**src/rtl/padd_pkg.sv**
```systemverilog
// Shared definitions for the segmented pipelined adder: default geometry,
// the stage-count helper and the beat record that travels down the pipe.
package padd_pkg;

  localparam int PADD_WIDTH = 23;
  localparam int PADD_SEG   = 8;

  // Widest operand the pipe supports; beat fields are sized to this and the
  // unused upper bits are trimmed away by synthesis.
  localparam int MAX_W = 64;

  typedef logic [MAX_W-1:0] word_t;

  // One beat as seen at the output of a stage: control, the low sum bits
  // resolved so far, the operand bits still waiting for a segment (shifted
  // down so the next segment reads from bit 0) and the carry into that segment.
  typedef struct packed {
    logic  valid;
    logic  sub;
    word_t psum;
    word_t a;
    word_t b;
    logic  carry;
  } beat_t;

  function automatic int ceil_div(input int n, input int d);
    return (n + d - 1) / d;
  endfunction

endpackage

```
**src/rtl/padd_seg.sv**
```systemverilog
// One carry-chain segment: W-bit add with carry-in, sum and carry-out
// registered, loading only when enabled.
module padd_seg
  import padd_pkg::*;
#(
  parameter int W = PADD_SEG
) (
  input  logic         sys_clk,
  input  logic         reset,
  input  logic         en,
  input  logic [W-1:0] a,
  input  logic [W-1:0] b,
  input  logic         ci,
  output logic [W-1:0] sum,
  output logic         co
);

  logic [W:0] total;

  // Segment adder, one bit wider than the operands to expose the carry.
  // NOTE: always_comb uses blocking assignments; state in always_ff uses <=.
  always_comb begin
    total = {1'b0, a} + {1'b0, b} + {{W{1'b0}}, ci};
  end

  // Registered sum/carry; cleared on reset so the pipe output starts at zero.
  always_ff @(posedge sys_clk) begin
    if (reset) begin
      sum <= '0;
      co  <= 1'b0;
    end else if (en) begin
      sum <= total[W-1:0];
      co  <= total[W];
    end
  end

endmodule

```
**src/rtl/padd_pipe.sv**
```systemverilog
// Pipelined adder/subtractor with the carry chain cut into SEG-bit segments,
// one segment per stage, valid/ready handshake with whole-pipe stall.
// Optional macro PADD_SAT_EN: saturate the final result instead of wrapping.
module padd_pipe
  import padd_pkg::*;
#(
  parameter int WIDTH = PADD_WIDTH,
  parameter int SEG   = PADD_SEG
) (
  input  logic             sys_clk,
  input  logic             reset,
  input  logic             in_valid,
  output logic             in_ready,
  input  logic [WIDTH-1:0] a,
  input  logic [WIDTH-1:0] b,
  input  logic             ci,
  input  logic             sub,
  output logic             out_valid,
  input  logic             out_ready,
  output logic [WIDTH-1:0] s,
  output logic             co
);

  localparam int STAGES = ceil_div(WIDTH, SEG);
  localparam int LAST   = STAGES - 1;

  logic             advance;
  logic [WIDTH-1:0] b_eff;
  beat_t            in_beat;
  beat_t            view [STAGES];

  // The whole pipe moves in lockstep; an untaken result freezes every stage.
  always_comb begin
    advance = !out_valid || out_ready;
  end

  assign in_ready  = advance;
  assign out_valid = view[LAST].valid;

  // Subtraction is a + ~b + 1: invert B up front and force the carry-in, so
  // every segment is a plain adder and ci is ignored.
  always_comb begin
    b_eff         = sub ? ~b : b;
    in_beat       = '0;
    in_beat.valid = in_valid;
    in_beat.sub   = sub;
    in_beat.a     = word_t'(a);
    in_beat.b     = word_t'(b_eff);
    in_beat.carry = sub | ci;
  end

  for (genvar k = 0; k < STAGES; k++) begin : g_stage
    localparam int LO = k * SEG;
    localparam int W  = (k == LAST) ? (WIDTH - LO) : SEG;

    beat_t        prev;
    logic         vld_q;
    logic         sub_q;
    word_t        psum_q;
    word_t        a_q;
    word_t        b_q;
    logic [W-1:0] seg_sum;
    logic         seg_co;

    if (k == 0) begin : g_head
      assign prev = in_beat;
    end else begin : g_link
      assign prev = view[k-1];
    end

    padd_seg #(.W(W)) u_seg (
      .sys_clk (sys_clk),
      .reset   (reset),
      .en      (advance),
      .a       (prev.a[W-1:0]),
      .b       (prev.b[W-1:0]),
      .ci      (prev.carry),
      .sum     (seg_sum),
      .co      (seg_co)
    );

    // Beat control, resolved low bits and the still-pending operand bits,
    // shifted down by this segment's width for the next stage.
    // NOTE: pending operands carry no reset; valid gates them, so only the
    // control bits and the partial sum (which feeds s) are cleared.
    always_ff @(posedge sys_clk) begin
      if (reset) begin
        vld_q  <= 1'b0;
        sub_q  <= 1'b0;
        psum_q <= '0;
      end else if (advance) begin
        vld_q  <= prev.valid;
        sub_q  <= prev.sub;
        psum_q <= prev.psum;
        a_q    <= prev.a >> W;
        b_q    <= prev.b >> W;
      end
    end

    assign view[k] = '{
      valid: vld_q,
      sub:   sub_q,
      psum:  psum_q | (word_t'(seg_sum) << LO),
      a:     a_q,
      b:     b_q,
      carry: seg_co
    };
  end

  logic [MAX_W:0]   sum_ext;
  logic [WIDTH-1:0] raw_s;
  logic             raw_co;
  logic             unused_bits;

  assign sum_ext = {1'b0, view[LAST].psum};
  assign raw_s   = sum_ext[WIDTH-1:0];
  assign raw_co  = view[LAST].carry;

`ifdef PADD_SAT_EN
  // Clamp on overflow (add) or borrow (sub); co already carries the right flag.
  always_comb begin
    s  = raw_s;
    co = raw_co;
    if (!view[LAST].sub && raw_co) begin
      s = '1;
    end else if (view[LAST].sub && !raw_co) begin
      s = '0;
    end
  end

  assign unused_bits = ^{view[LAST].a, view[LAST].b, sum_ext[MAX_W:WIDTH]};
`else
  assign s  = raw_s;
  assign co = raw_co;

  assign unused_bits = ^{view[LAST].a, view[LAST].b, view[LAST].sub,
                         sum_ext[MAX_W:WIDTH]};
`endif

endmodule
```
**config.mk**
```make
export PLATFORM = sky130hd
export DESIGN_NAME = padd_pipe
export DESIGN_NICKNAME = d
export VERILOG_FILES = /design/src/rtl/padd_pkg.sv /design/src/rtl/padd_seg.sv /design/src/rtl/padd_pipe.sv
export SDC_FILE = /design/constraint.sdc
export NUM_CORES = 1
export LEC_CHECK = 0
export ABC_AREA = 1
export CAP_MARGIN = 20
export CORE_MARGIN = 2
export CORE_UTILIZATION = 40
export CTS_CLUSTER_DIAMETER = 50
export DETAILED_ROUTE_END_ITERATION = 10
export PLACE_DENSITY = 0.75
export SLEW_MARGIN = 30
export SYNTH_ARGS = -nofsm -noshare
export SYNTH_HDL_FRONTEND = slang
export SYNTH_HIERARCHICAL = 1
export SYNTH_SLANG_ARGS = --single-unit
```
**constraint.sdc**
```tcl
create_clock -name sys_clk -period 3.9 [get_ports sys_clk]
set_clock_uncertainty 0.2 [all_clocks]
set_input_delay 1.17 -clock sys_clk [delete_from_list [all_inputs] [get_ports sys_clk]]
set_output_delay 1.17 -clock sys_clk [all_outputs]
set_load 0.005 [all_outputs]
```
; Yosys cells after proc, flatten, opt, wreduce, memory -nomap -nowiden
; Cells that the tools add are included.
[totals]
output_inout_bits = 26
register_bits = 97
in_bits = 52
[classes]
n_addsub = 6
reduce_logical = 3
bitwise_logic = 5
mux = 1
[ops]
columns = op, count
row1 = 2-to-1 mux 23 bit, 1
row2 = inverter 23 bit, 1
row3 = bitwise OR 16 x 23 -> 23 bit, 1
row4 = adder 8 x 8 -> 9 bit, 2
row5 = adder 9 x 1 -> 9 bit, 2
row6 = bitwise OR 8 x 16 -> 16 bit, 1
row7 = adder 7 x 7 -> 8 bit, 1
row8 = adder 8 x 1 -> 8 bit, 1
row9 = AND reduction 2 bit, 1
row10 = logical NOT 1 bit, 1
row11 = logical OR 1 bit, 1
row12 = inverter 1 bit, 1
row13 = bitwise OR 1 bit, 1

; Depth between registers and ports, before layout
; Gate-level depths: netlist of run 1.
[logic_depth]
word_depth = 4
ltp_mapped = 13

; Hierarchy
; The synthesis of run 1 kept the hierarchy.
[modules_own_cells]
columns = mod, cells_per_inst, n_inst, area_each_um2
row1 = padd_pipe, 244, 1, 2849.0
row2 = padd_seg at g_stage[0].u_seg, 102, 1, 704.4
row3 = padd_seg at g_stage[1].u_seg, 102, 1, 699.4
row4 = padd_seg at g_stage[2].u_seg, 84, 1, 588.1

; Worst setup path before layout of run 1
; Ideal clock, no wire load.
[synth_path]
kind = input-to-reg
from = input out_ready
to = register g_stage[0].a_q[0] (enable)
t_arrival_ns = 3.200
setup_ns = 0.446
path_slack_ns = 0.053
required_time_ns = 3.254
cell_stages = 3
path_cell_list = nor2_8 buf_6 nor2_1
[synth_via]
elab_chain_cells = 2
[synth_lines]
columns = item, line_no
row1 = start: declaration, padd_pipe.sv:19  ; input logic out_ready,
row2 = logical OR 1 bit, padd_pipe.sv:34  ; advance = !out_valid || out_ready;
row3 = AND reduction 2 bit (no source line), --
row4 = end signal: assignment, padd_pipe.sv:95  ; a_q <= prev.a >> W;
row5 = end: declaration, padd_pipe.sv:60  ; word_t a_q;
; No other way between the ends.
; A chain may end at the register's enable or synchronous reset.

; Worst setup path in the final report of run 1
[layout_path]
from = input out_ready
to = output in_ready
[layout_via]
elab_chain_cells = 1
[layout_lines]
columns = item, line_no
row1 = logical OR 1 bit, padd_pipe.sv:34
row2 = end: declaration, padd_pipe.sv:13  ; output logic in_ready,
; No other way between the ends.

==> results of run 1 <==
## final timing paths
check	cells past startpoint	to
worst min register to register	0	g_stage[1].b_q[2]
worst min-delay path	0	g_stage[1].b_q[2]
worst max-delay path	5	in_ready
worst max register to register	10	g_stage[1].u_seg/sum[6]
## cell usage in the layout, fill, tap and decap left out, types with 20 or more instances in the layout
cell type / Yosys / final
dfxtp_1: 53 / 53
xor2_1: 25 / 25
nand3_1: 35 / 35
clkdlybuf4s50_1: 0 / 77
edfxtp_1: 44 / 44
nor2_1: 90 / 89
nand3_2: 21 / 21
inv_1: 73 / 73
nand2_1: 93 / 93
ha_1: 20 / 20
## worst max-delay path, cell delays in order
cell             delay (ns)
clkdlybuf4s50_1        0.46
buf_4                  0.15
inv_4                  0.04
nand2_1                0.13
clkdlybuf4s50_1        0.53
## power by group through the flow
stage,logic [W],clock network (W),registers [W]
after floorplan,0.000336,0,0.00123
after global placement,0.000504,0,0.00124
after detailed placement,0.000521,0,0.00124
after CTS,0.000527,0.000857,0.00122
after global routing,0.000591,0.000894,0.00123
final,0.000524,0.000836,0.00122
## routing by layer
metal	wire length [µm]	vias to the layer above	GRT usage (%)	part of all wire, %
met2	4710	71	26.0	50
li1	-	1847	-	-
met4	261	0	7.07	2.7
met3	353	17	3.08	3.7
met1	4170	1585	18.4	44
met5	0	-	0	0
## kinds of logic after synthesis
| logic type | synth area share [%] |
|---|---|
| fa+ha+maj | 7.65 |
| buf+inv | 8.94 |
| flops | 49.2 |
| simple gates | 25.3 |
| xor+xnor | 4.52 |
| compound gates | 4.34 |
## sequential cells by signal, summed over array words and instances (netlist names)
signal,flops
g_stage.psum_q,24
g_stage.u_seg/sum,23
g_stage.a_q,22
g_stage.b_q,22
g_stage.u_seg/co,3
g_stage.vld_q,2
out_valid,1
## cell type report
| type | instances | area (µm²) |
|---|---|---|
| Clock buffer | 12 | 258 |
| Clock inverter | 4 | 25.0 |
| Fill cell | 1069 | 5890 |
| Inverter | 78 | 295 |
| Multi-Input combinational cell | 342 | 2030 |
| Sequential cell | 97 | 2380 |
| Tap cell | 147 | 184 |
| Timing Repair Buffer | 85 | 843 |
## per-stage QoR
stage	total power, W	hold WS (ns)	instance area (µm²)	utilization [%]
after CTS	0.00261	0.210	6020	50.5
final	0.00258	0.207	6020	50.5
after floorplan	0.00157	0.200	4840	-
after global placement	0.00174	0.203	5740	48.2
after global routing	0.00272	0.228	6020	50.5
after detailed placement	0.00177	0.205	5740	48.2
==> results.yml, run 1 <==
status:
  status: "complete, no violations"
clocking:
  cts-root-buf: "clkbuf_16"
  tritoncts_num_sinks: 97
  numCtsBuffers: 9
  cts_htree_levels: 3
  cts.path.max_buffers: 2
  postCtsSetupBuffers: 0
  path_clk_slew_ns: 0.07
  cts.hold.buffers_added: 0
  cts_tree: "built"
  post_cts_resized: 0
  clk_latency_ns: 0.34
layout:
  fin_cells: 765
  drive_gt1_share_pct: 9.87
  area_growth_pct: 24.4
  antenna_cells: 0
  nets: 691
placement:
  place.gp.congestion: 0.847
  numPortBuffers: 77
  dp_cells: 749
  dpl.hpwl_um: 7050
  dp_slack_ns: 0.0528
worst_hold_path:
  hold_path.class: "register to register"
  hold_path.startpoint: "g_stage[0].b_q[10]"
sta:
  drv_slew: 0
  rsz0062_at_grt: "no"
  fin_crit_ns: 3.85
  relSlewSlack_pct: 60.8
  max_clock_freq_mhz: 260
  setup_violations: 0
  hold_viol_final: 0
  fin_crit_sh_pct: 98.7
  timing.setup.tns_ns: 0
  setup_ws_ns: 0.0521
  worst_pin_slew_ns: 0.586
critical_path:
  reg2reg_slack_ns: 1.65
  path_class: "primary input to primary output"
  start_kind: "primary input"
  path_max_fanout: 2
  cp.required_ns: 2.53
  endpoint_kind: "primary output"
  cp-startpoint: "out_ready"
  arrival_ns: 2.48
  rr_startpoint: "g_stage[0].a_q[0]"
global_route:
  antenna_found_initial: 0
  grt_pass1_vias: 3536
  grt_usage_pct: 15.2
  overflow: 0
  grt_pass1_wl_um: 15700
  grt_max_degree: 47
power:
  p_seq_share_pct: 47.3
  power_frac_comb_pct: 20.3
  switching_share_pct: 26.6
  p_per_area_nw_per_um2: 429
  vdd_drop_max_mv: 0.230
  intPower_w: 0.00189
  power_leakage_nw: 2.64
  p_sw_w: 0.000688
  clkPwrFrac_pct: 32.4
detailed_routing:
  vias: 3520
  drc: 0
  ant_nets: 0
  viasPerCell: 4.60
  wl_per_cell_um: 12.4
  drtIter0Drc: 186
  drt_wl_total_um: 9500
  dr.pass1.iters: 5
run:
  max_cap_viol_count: 0
yosys:
  async_reset_ff_share_pct: 0
  synth_nets: 610
  yosysTopAreaCellShare_pct: 27.3
  syn_avg_cell_area_um2: 9.10
  synth_area_um2: 4840
  synthFlopType: "dfxtp_1"
  synth-seq-area-share_pct: 49.2
  syn-instance-count: 532
  synth_commonest_cells: "nand2_1 (93), nor2_1 (90), inv_1 (73)"
  synth_top_area_cell: "edfxtp_1"
  yosys-top-cells-area: "edfxtp_1 (27%), dfxtp_1 (22%), nand2_1 (7.2%), nor2_1 (7.0%), inv_1 (5.7%)"
  ys_warn_count: 6
  yosysUniqueCellTypes: 30
  ys_ff_latch: 97
  yosysMostFrequentCell: "nand2_1"
  synth-edff-count: 44
floorplanning:
  die_w_um: 114
  die-area_um2: 13000
  die_h_um: 114
  core_area_um2: 11900
  initial_core_util_pct: 40.6
  io-pin-count: 78
  rows: 40
No activity file was read; power rests on OpenSTA's default activity.
==> inputs of run 2 (changes only) <==
CAP_MARGIN = not set   (was 20)
CORE_UTILIZATION = 49   (was 40)
PLACE_DENSITY = 0.87   (was 0.75)
==> run 2 against run 1 <==
Effect of this change: utilization rose by 10 points; maximum frequency up 6.0%; hold slack better by 0.017 ns; sequential share of layout area is 0.88 points higher; combinational power about the same; via count up 0.88%; first-iteration DRC count fell by 21%; global-route usage up 3.4 points; sequential power about the same; count of clock-buffer cells in the layout down 2; critical endpoint unchanged; largest power group unchanged.
==> results.yml, run 2 (same netlist as run 1, synthesis figures left out) <==
global_route:
  antenna_found_initial: 0
  grt_pass1_vias: 3376
  grt_usage_pct: 18.6
  overflow: 0
  grt_pass1_wl_um: 15200
  grt_max_degree: 47
floorplanning:
  die_h_um: 103
  rows: 36
  die-area_um2: 10700
  initial_core_util_pct: 50.0
  die_w_um: 103
  io-pin-count: 78
  core_area_um2: 9680
layout:
  largest_registers: "g_stage.psum_q x24, g_stage.u_seg/sum x23"
  fin_cells: 751
  post-route-util_pct: 60.8
  layout_common_cells: "nand2_1 (93), nor2_1 (89), clkdlybuf4s50_1 (76)"
  largest_register: "g_stage.psum_q"
  nets: 691
  area_growth_pct: 21.7
  antenna_cells: 0
  largest_reg_flops: 24
  drive_gt1_share_pct: 9.87
  final_common_cell: "nand2_1"
clocking:
  path_clk_slew_ns: 0.08
  cts_htree_levels: 3
  clk_latency_ns: 0.36
  numCtsBuffers: 9
  tritoncts_num_sinks: 97
  cts_tree: "built"
  postCtsSetupBuffers: 0
  cts-root-buf: "clkbuf_8"
  cts.path.max_buffers: 2
sta:
  worst_pin_slew_ns: 0.488
  hold_viol_final: 0
  holdWs_ns: 0.225
  max_clock_freq_mhz: 275
  relSlewSlack_pct: 67.4
  setup_violations: 0
  fin_crit_sh_pct: 93.1
  fin_crit_ns: 3.63
  rsz0062_at_grt: "no"
  setup_ws_ns: 0.270
  drv_slew: 0
worst_hold_path:
  hold_path.class: "register to register"
critical_path:
  cp.required_ns: 2.53
  path_max_fanout: 2
  path_class: "primary input to primary output"
  cpMaxStageDelayCell: "clkdlybuf4s50_1"
  arrival_ns: 2.26
  start_kind: "primary input"
  cp_top_family: "buffers and inverters"
  critPathMaxStageDelay_ns: 0.53
  endpoint_kind: "primary output"
  crit_buf_inv: 3
  crit_chain: "dlygate4sd2_1 > inv_4 > nand2_1 > clkdlybuf4s50_1"
status:
  status: "complete, no violations"
power:
  finalPower_w: 0.00231
  p_seq_share_pct: 52.9
  intPower_w: 0.00165
  switching_share_pct: 28.5
  p_per_area_nw_per_um2: 392
  power_frac_comb_pct: 22.6
  p_sw_w: 0.000658
  vdd_drop_max_mv: 0.236
  power_leakage_nw: 2.58
  clkPwrFrac_pct: 24.5
placement:
  dp_cells: 735
  place.gp.congestion: 0.794
  dp_slack_ns: -0.00409
  dpl.hpwl_um: 6970
  numPortBuffers: 77
detailed_routing:
  vias: 3551
  drt_wl_total_um: 9340
  wl_per_cell_um: 12.4
  drtIter0Drc: 147
  viasPerCell: 4.73
  dr.pass1.iters: 4
  ant_nets: 0
  drc: 0
run:
  max_cap_viol_count: 0
run 2: changes by cell type in the layout (fill, tap and decap cells not counted), sizes merged:
cell | previous run | this run
clkbuf | 12 | 10
dlygate4sd2 | 0 | 1
clkinv | 3 | 4
inv | 79 | 78
clkdlybuf4s50 | 77 | 76
clkinvlp | 0 | 2
run 2: worst paths after layout:
| check | slack, ns | end | from | cells after the start |
|---|---|---|---|---|
| hold reg to reg | 0.22 | g_stage[1].b_q[6] | g_stage[0].b_q[14] | 0 |
| setup reg to reg | 1.66 | g_stage[1].u_seg/sum[6] | g_stage[0].a_q[0] | 10 |
| hold / removal | 0.22 | g_stage[1].b_q[6] | g_stage[0].b_q[14] | 0 |
| setup / recovery | 0.27 | in_ready | out_ready | 4 |
run 2: power by group through the flow:
stage / Sequential [W] / Combinational (W) / Clock (W)
3_5_place_dp: 0.00125 / 0.000520 / 0
6_report: 0.00122 / 0.000523 / 0.000566
5_1_grt: 0.00123 / 0.000591 / 0.000620
4_1_cts: 0.00122 / 0.000525 / 0.000579
3_3_place_gp: 0.00124 / 0.000501 / 0
2_1_floorplan: 0.00123 / 0.000336 / 0
run 2: layout make-up:
| type | count | area (µm²) |
|---|---|---|
| clock buffers | 10 | 128 |
| multi-input cells | 342 | 2030 |
| clock inverters | 6 | 42.5 |
| inverters | 78 | 295 |
| flip-flops and latches | 97 | 2380 |
| repair buffers | 85 | 842 |
| well taps | 133 | 166 |
| fillers | 825 | 3790 |
run 2: per-stage QoR:
step           cell area (µm²)  setup TNS (ns)
3_3_place_gp              5720        -0.00533
5_1_grt                   5890               0
6_report                  5890               0
4_1_cts                   5890               0
3_5_place_dp              5720        -0.00409
2_1_floorplan             4840               0
run 2: what timing repair did:
action	in CTS	in global routing
hold endpoints to repair	0	0
resized for setup	1	0
endpoints found under the setup margin	1	0
hold buffers	0	0
run 2: layer usage:
metal / vias up / routed length (µm) / track usage [%]
li1: 1851 / - / -
met1: 1584 / 3900 / 22.0
met2: 94 / 4780 / 32.9
met3: 22 / 398 / 3.76
met4: 0 / 263 / 7.69
met5: - / 0 / 0
==> inputs of run 3 (changes only) <==
CORE_MARGIN = not set   (was 2)
==> run 3 against run 2 <==
Effect of this change: largest cell class unchanged; register-to-register slack improved by 0.02 ns; highest routed layer unchanged; sequential share of layout area is essentially flat; global-route usage up 0.55 points; sequential power is essentially flat; wire length down 2.6%; first-iteration DRC count rose by 2.0%; largest power group unchanged; critical path type unchanged; count of clock-buffer cells in the layout up 1; power up 1.3%; maximum frequency up 0.77%; die area is 3.8% lower.
==> results.yml, run 3 (same netlist as run 1, synthesis figures left out) <==
clocking:
  cts.hold.buffers_added: 0
  tritoncts_num_sinks: 97
  cts_tree: "built"
  numCtsBuffers: 9
  cts-root-buf: "clkbuf_8"
  cts_htree_levels: 3
  postCtsSetupBuffers: 0
  cts.path.max_buffers: 2
  clk_latency_ns: 0.36
  post_cts_resized: 1
  path_clk_slew_ns: 0.10
power:
  p_per_area_nw_per_um2: 397
  vdd_drop_max_mv: 0.189
  power_leakage_nw: 2.59
  finalPower_w: 0.00234
critical_path:
  endpoint: "in_ready"
  path_max_fanout: 2
  r2r.worst_path.cells: 10
  critPathMaxStageDelay_ns: 0.54
  cpMaxStageDelayCell: "clkdlybuf4s50_1"
  cp.required_ns: 2.53
  rr_startpoint: "g_stage[0].a_q[0]"
  crit_chain: "dlygate4sd2_1 > inv_4 > nand2_1 > clkdlybuf4s50_1"
  start_kind: "primary input"
  cp-startpoint: "out_ready"
  r2r_end: "g_stage[1].u_seg/sum[6]"
  endpoint_kind: "primary output"
  path_class: "primary input to primary output"
  reg2reg_slack_ns: 1.68
  arrival_ns: 2.23
floorplanning:
  die_w_um: 101
  core_area_um2: 9420
  die-area_um2: 10300
  rows: 35
  initial_core_util_pct: 51.4
  io-pin-count: 78
  die_h_um: 101
detailed_routing:
  viasPerCell: 4.78
  ant_nets: 0
  drc: 0
  drt_wl_total_um: 9100
  vias: 3568
  wl_per_cell_um: 12.2
  drtIter0Drc: 150
  dr.pass1.iters: 4
sta:
  setup_violations: 0
  drv_slew: 0
  fin_crit_sh_pct: 92.4
  rsz0062_at_grt: "no"
  max_clock_freq_mhz: 278
  fin_crit_ns: 3.60
  worst_pin_slew_ns: 0.466
  hold_viol_final: 0
  relSlewSlack_pct: 68.9
  holdWs_ns: 0.217
placement:
  dpl_cell_area_um2: 5720
  numPortBuffers: 77
  dpl.hpwl_um: 6810
  place.gp.congestion: 0.943
layout:
  largest_register: "g_stage.psum_q"
  drive_gt1_share_pct: 10.0
  largest_registers: "g_stage.psum_q x24, g_stage.u_seg/sum x23"
  post-route-util_pct: 62.6
  layout_common_cells: "nand2_1 (93), nor2_1 (89), clkdlybuf4s50_1 (76)"
  final_common_cell: "nand2_1"
  fill_cells: 761
  antenna_cells: 0
  nets: 691
  largest_reg_flops: 24
  area_growth_pct: 21.8
  design_area_um2: 5890
run:
  max_cap_viol_count: 0
global_route:
  grt_max_degree: 47
  grt_pass1_vias: 3355
  antenna_found_initial: 0
  overflow: 0
  grt_usage_pct: 19.1
  grt_pass1_wl_um: 15200
worst_hold_path:
  hold_depth: 0
  hold_path.class: "register to register"
status:
  status: "complete, no violations"
## run 3: worst min-delay path by stage
stage                     slack [ns]               start           endpoint
after global placement          0.20  g_stage[0].a_q[14]  g_stage[1].a_q[6]
after floorplan                 0.20   g_stage[0].a_q[8]  g_stage[1].a_q[0]
after CTS                       0.22  g_stage[0].a_q[11]  g_stage[1].a_q[3]
final                           0.22  g_stage[0].a_q[11]  g_stage[1].a_q[3]
after global routing            0.22  g_stage[0].b_q[10]  g_stage[1].b_q[2]
after detailed placement        0.21  g_stage[0].a_q[11]  g_stage[1].a_q[3]
## run 3: layer usage
| layer | wire, µm | GRT usage, % | vias to the layer above |
|---|---|---|---|
| met4 | 152 | 7.13 | 0 |
| met5 | 0 | 0 | - |
| met2 | 4480 | 32.5 | 81 |
| met3 | 374 | 3.66 | 9 |
| li1 | - | - | 1848 |
| met1 | 4090 | 24.3 | 1630 |
## run 3: through the flow
stage	setup TNS, ns	instances	setup WS, ns
CTS	0	747	0.267
finish	0	747	0.298
floorplan	0	532	0.0534
global route	0	747	0.242
global placement	-0.00430	731	-0.00430
detailed placement	0	731	0.00826
## run 3: power breakdown
group	total [W]	internal, W	switching, W
Combinational	0.000525	0.000251	0.000274
Sequential	0.00122	0.00117	0.0000499
Clock	0.000595	0.000254	0.000341
## run 3: area by class of cell
cell class                 count  area, µm²  area share, %
clock buffer                  11        141           2.40
clock inverter                 5       38.8          0.658
inverter                      78        295           5.01
multi-input combinational    342       2030           34.5
sequential                    97       2380           40.4
tap                          129        161           2.74
timing repair buffer          85        842           14.3
## run 3: critical path, delay by kind of cell
| kind | cells | cell delay [ns] |
|---|---|---|
| buffers and inverters | 3 | 0.95 |
| AND/OR/NAND/NOR | 1 | 0.11 |
